**config.mk**
```make
export PLATFORM = sky130hd
export DESIGN_NAME = pc_gen
export DESIGN_NICKNAME = d
export VERILOG_FILES = /design/src/rtl/pc_gen.sv
export SDC_FILE = /design/constraint.sdc
export NUM_CORES = 1
export LEC_CHECK = 0
export BUFFER_PORTS_ARGS = -buffer_cell sky130_fd_sc_hd__buf_2
export CORE_ASPECT_RATIO = 1.2
export CORE_UTILIZATION = 45
export CTS_CLUSTER_SIZE = 16
export DETAILED_ROUTE_END_ITERATION = 6
export PLACE_DENSITY = 0.89
export SLEW_MARGIN = 30
export SYNTH_ARGS = -nofsm -noshare
export SYNTH_HDL_FRONTEND = slang
export SYNTH_SLANG_ARGS = --single-unit
```
**constraint.sdc**
```tcl
create_clock -name clk -period 2.3 [get_ports clk]
set_clock_uncertainty 0.05 [all_clocks]
set_input_delay 0.46 -clock clk [delete_from_list [all_inputs] [get_ports clk]]
set_output_delay 0.46 -clock clk [all_outputs]
set_load 0.01 [all_outputs]
```
**src/rtl/pc_gen.sv**
```systemverilog
// Program-counter generator: prioritised next-PC select, fetch bubble after redirects, trap vector/epc.
// Latency: redirects take effect one cycle after being sampled; pc holds during stall and flush bubbles.
// Backpressure: stall only holds sequential advance; redirects override it. Optional: PC_GEN_MISALIGN_EN.
module pc_gen #(
  parameter int              XLEN         = 32,
  parameter logic [XLEN-1:0] RESET_VECTOR = '0,
  parameter logic [XLEN-1:0] MTVEC_RESET  = XLEN'('h100),
  parameter int              FLUSH_CYCLES = 1
) (
  input  logic            clk,
  input  logic            reset,
  input  logic            stall,
  input  logic            branch_taken,
  input  logic [XLEN-1:0] branch_target,
  input  logic            jump_valid,
  input  logic [XLEN-1:0] jump_target,
  input  logic            trap_req,
  input  logic            mret,
  input  logic            mtvec_we,
  input  logic [XLEN-1:0] mtvec_wdata,
  input  logic            halt_req,
  input  logic            resume,
  output logic [XLEN-1:0] pc,
  output logic [XLEN-1:0] pc_4,
  output logic            fetch_valid,
  output logic [XLEN-1:0] epc,
  output logic [XLEN-1:0] badaddr,
  output logic            misalign_trap,
  output logic            halted
);

  localparam logic [1:0] ST_BOOT = 2'd0;
  localparam logic [1:0] ST_RUN  = 2'd1;
  localparam logic [1:0] ST_HALT = 2'd2;

  logic [1:0]      state;
  logic [2:0]      flush_cnt;
  logic [XLEN-1:0] mtvec;

  logic            in_run;
  logic            ctl_req;
  logic [XLEN-1:0] ctl_tgt;
  logic [XLEN-1:0] ctl_pc;
  logic            misalign_hit;
  logic            mis_fire;
  logic            take_trap;
  logic            redirect;
  logic [XLEN-1:0] next_pc;

  assign pc_4        = pc + XLEN'(4);
  assign in_run      = (state == ST_RUN);
  assign fetch_valid = in_run && (flush_cnt == 3'd0);
  assign halted      = (state == ST_HALT);

  always_comb begin
    ctl_req = jump_valid | branch_taken;
    ctl_tgt = jump_valid ? jump_target : branch_target;
`ifdef PC_GEN_MISALIGN_EN
    misalign_hit = ctl_req && (ctl_tgt[1:0] != 2'b00);
    ctl_pc       = ctl_tgt;
`else
    misalign_hit = 1'b0;
    ctl_pc       = ctl_tgt & ~XLEN'(3);
`endif
    // A misaligned jump/branch only traps when it is the selected source.
    mis_fire  = in_run && !trap_req && !mret && misalign_hit;
    take_trap = (in_run && trap_req) || mis_fire;
    redirect  = in_run && (trap_req || mret || ctl_req);

    next_pc = pc;
    if (take_trap) begin
      next_pc = mtvec;
    end else if (in_run && mret) begin
      next_pc = epc;
    end else if (in_run && ctl_req) begin
      next_pc = ctl_pc;
    end else if (fetch_valid && !stall) begin
      // Holding through the bubble keeps the redirect target as the next fetch.
      next_pc = pc_4;
    end
  end

  always_ff @(posedge clk) begin
    if (reset) begin
      state     <= ST_BOOT;
      pc        <= RESET_VECTOR;
      mtvec     <= MTVEC_RESET;
      epc       <= '0;
      flush_cnt <= 3'd0;
    end else begin
      pc <= next_pc;
      if (take_trap) epc <= pc;
      // Trap in the same cycle reads the old mtvec through next_pc.
      if (mtvec_we) mtvec <= {mtvec_wdata[XLEN-1:2], 2'b00};

      if (redirect) begin
        flush_cnt <= 3'(FLUSH_CYCLES);
      end else if (flush_cnt != 3'd0) begin
        flush_cnt <= flush_cnt - 3'd1;
      end

      case (state)
        ST_BOOT: state <= ST_RUN;
        ST_RUN:  if (halt_req) state <= ST_HALT;
        ST_HALT: if (resume && !halt_req) state <= ST_RUN;
        default: state <= ST_BOOT;
      endcase
    end
  end

`ifdef PC_GEN_MISALIGN_EN
  always_ff @(posedge clk) begin
    if (reset) begin
      badaddr       <= '0;
      misalign_trap <= 1'b0;
    end else begin
      misalign_trap <= mis_fire;
      if (mis_fire) badaddr <= ctl_tgt;
    end
  end
`else
  assign badaddr       = '0;
  assign misalign_trap = 1'b0;
`endif

endmodule

```
==> results.yml <==
run_status:
  violations: "negative setup slack"
  status: "finished with violations"
synth:
  synth.distinct_cells: 77
  yosys.area_share.adder_pct: 0.6245
  combinational_family_with_the_most_area_after_synthesis: "simple AND/OR/NAND/NOR gates"
  ys.warnings.count: 0
  syn_inst: 746
  edff_count_synth: 0
  synth_top_cells_by_area: "dfxtp_1 (33%), mux2i_1 (8.3%), nand2_1 (6.2%)"
  synth.largest_area_cell: "dfxtp_1"
  ys_ff_latch: 99
  synth-main-ff-cell: "dfxtp_1"
  synth.cell_area_um2: 6011
  synthXorXnorAreaFrac_pct: 3.789
  yosysSeqAreaShare_pct: 32.97
  synth_compound_gate_area_share_pct: 20.05
  synth.avg_cell_area_um2: 8.057
  post_synth_top_area_share_pct: 32.97
  synth.mux.area_fraction_pct: 8.701
  synth_simple_gate_area_share_pct: 23.83
  async_reset_ff_share_pct: 0
floorplan:
  die_area_um2: 13830
  design.portCount: 237
  die_width_um: 107.5
  floorplan.die.height_um: 128.6
  start_util_pct: 46.82
  design.core.area_um2: 12840
  rows: 45
routing:
  drtAntennaViolNets: 0
  route.vias.total: 6962
  drt-vias-per-instance: 5.940
  dr.pass1.iters: 6
  total_drc_errors_in_the_routed_layout: 0
  drt_first_iter_violations: 868
  detail_route.wl_per_cell_um: 18.95
  final_routed_wirelength_across_all_metal_layers_mm: 22.21
power_and_ir_drop:
  clkPwrFrac_pct: 34.1
  design_power_total_mw: 5.166
  swShare_pct: 31.70
  power_frac_comb_pct: 27.9
  internal_power_mw: 3.528
  p_leak_nw: 4.024
  power.sequential.fraction_pct: 37.9
  vdd_drop_max_uv: 401.9
  netSwitchingPower_mw: 1.638
  cellPowerDensity_nw_per_um2: 618.4
worst_hold_path:
  worst_hold_startpoint: "mtvec_wdata[8]"
  timing.hold.worst_path_depth: 2
  hold_path_class: "input pin to flop"
sta:
  finalWorstPathRequiredPeriod_ns: 2.688
  setup_tns_ns: -4.005
  finalCritPeriodShare_pct: 116.9
  worst_slew_pin_slew_ns: 0.6874
  report.final.hold_viol_count: 0
  whs_ns: 0.2798
  worst_slack_setup_final_ns: -0.3879
  setup_viol: 22
  fmax_mhz: 372.0
  rsz0062_at_grt: "yes"
  final-max-slew-violation-count: 0
  maxSlewHeadroom_pct: 54.08
setup_path:
  path_buf_inv: 1
  startpoint: "pc[3]"
  worstPathMaxFanout: 8
  worstPathCellList: "nand4_4 > or4_4 > o31a_1 > or2_1 > buf_2"
  r2r_slack_ns: -0.01
  timing.rr.start: "pc[3]"
  worst_path_dominant_cell_family: "simple AND/OR/NAND/NOR gates"
  crit_path_to: "pc_4[31]"
  criticalPathCategory: "flop to primary output"
  critPathCaptureType: "primary output"
  crit_slowest_cell: "or4_4"
  timing.critical_path.from_type: "flop"
  ff2ff_path_depth: 11
  worst_ep_required_time_ns: 1.79
  crit_arrival_ns: 2.18
  worst-path-stages: 5
  max_stage_delay_ns: 0.60
  rr_endpoint: "pc[26]"
layout:
  synthToLayoutAreaGrowth_pct: 38.99
  layout.core_utilization_pct: 65.08
  layout.cells.non_filler: 1172
  final_common_cell: "buf_2"
  mostFrequentLayoutCells: "buf_2 (196), nand2_1 (96), buf_4 (92), dfxtp_1 (87), nor2_1 (70)"
  post_route_cells_drive_above_1_share_pct: 38.97
  nNetsFinal: 1110
  layout.filler_cells: 954
grt:
  wire_length_of_the_first_global_routing_pass_mm: 32.55
  grt_start_max_net_pins: 40
  number_of_antenna_violations_at_the_first_check_in_global_routing: 2
  first_global_vias: 6061
  overflow_after_grt: 0
  groute.usage.overall_pct: 30.48
clocking:
  ctsLongestPathBuffers: 2
  clkTransAtPathRegs_ns: 0.07
  clkLatencyLatePin_ns: 0.35
  number_of_levels_in_the_clock_h_tree: 3
  cts_buffers: 9
  clkSinkCount: 99
  clock_tree.root_cell: "clkbuf_16"
  cts_tree: "built"
run:
  max-cap-violations: 0
placed_design:
  port_buffers: 197
  place.gp.congestion: 0.9444
  place.detailed.hpwl_mm: 15.52
  placed_cells_incl_taps: 1122
power groups by stage:
| stage | combinational, mW | clock (mW) | sequential [mW] |
|---|---|---|---|
| after CTS | 1.37 | 1.76 | 1.95 |
| after global routing | 1.56 | 1.83 | 1.97 |
| final | 1.44 | 1.76 | 1.96 |
| after floorplan | 0.798 | 0 | 2.01 |
| after detailed placement | 1.31 | 0 | 1.98 |
| after global placement | 1.28 | 0 | 1.98 |
registers in the layout (all words and copies together) (netlist names):
register / flops
epc: 32
pc: 32
mtvec: 30
state: 2
flush_cnt: 3
repair_timing:
item	in CTS	in global routing
endpoints found under the hold margin	0	0
pin swaps	21	18
buffers inserted	15	20
resized for setup	47	30
hold buffers	0	0
endpoints found under the setup margin	20	26
cloned	0	0
Yosys cell counts (all sizes together) (7+ instances only):
master / instances
dfxtp: 99
nand2: 99
nor2: 72
a21oi: 64
buf: 56
mux2i: 50
clkbuf: 35
o21ai: 34
nor2b: 21
nand3: 18
nor3: 15
xnor2: 13
xor2: 13
nand4: 10
inv: 9
a211oi: 8
nand2b: 7
o31ai: 7
how the worst min path moves through the flow:
| stage | to |
|---|---|
| after detailed placement | epc[12] |
| after global placement | epc[0] |
| after floorplan | mtvec[21] |
| after CTS | mtvec[8] |
| final | mtvec[8] |
| after global routing | mtvec[8] |
metrics by stage:
stage               setup WS (ns)  instance area, um2
floorplan                -0.02417                6151
global placement         -0.02836                7373
detailed placement       -0.05359                7373
CTS                       -0.3440                8061
global route              -0.4331                8354
finish                    -0.3879                8354
cell type report:
cell class | instances | area, um2 | area share, %
clock buffer | 10 | 229.0 | 2.741
sequential | 99 | 2002 | 23.96
antenna | 2 | 5.005 | 0.05991
inverter | 9 | 33.78 | 0.4044
multi-input combinational | 578 | 3877 | 46.41
tap | 164 | 205.2 | 2.456
clock inverter | 6 | 111.4 | 1.333
timing repair buffer | 304 | 1891 | 22.63
cells by family (layout without fill, tap and decap cells):
logic type	count (synthesis)	after routing
simple gates	282	282
compound gates	182	182
buf+inv	101	329
flops	99	99
mux	52	52
xor+xnor	26	26
fa+ha+maj	3	3
other cells	1	35
routing by layer:
layer	GRT usage [%]	vias to the layer above	wire, um	share of wire (%)
met2	48.45	577	10050	45
li1	-	3099	-	-
met3	5.319	121	2458	11
met5	0	-	0	0
met4	17.00	0	1335	6.0
met1	39.01	3165	8365	38
No activity file was read; power rests on OpenSTA's default activity.
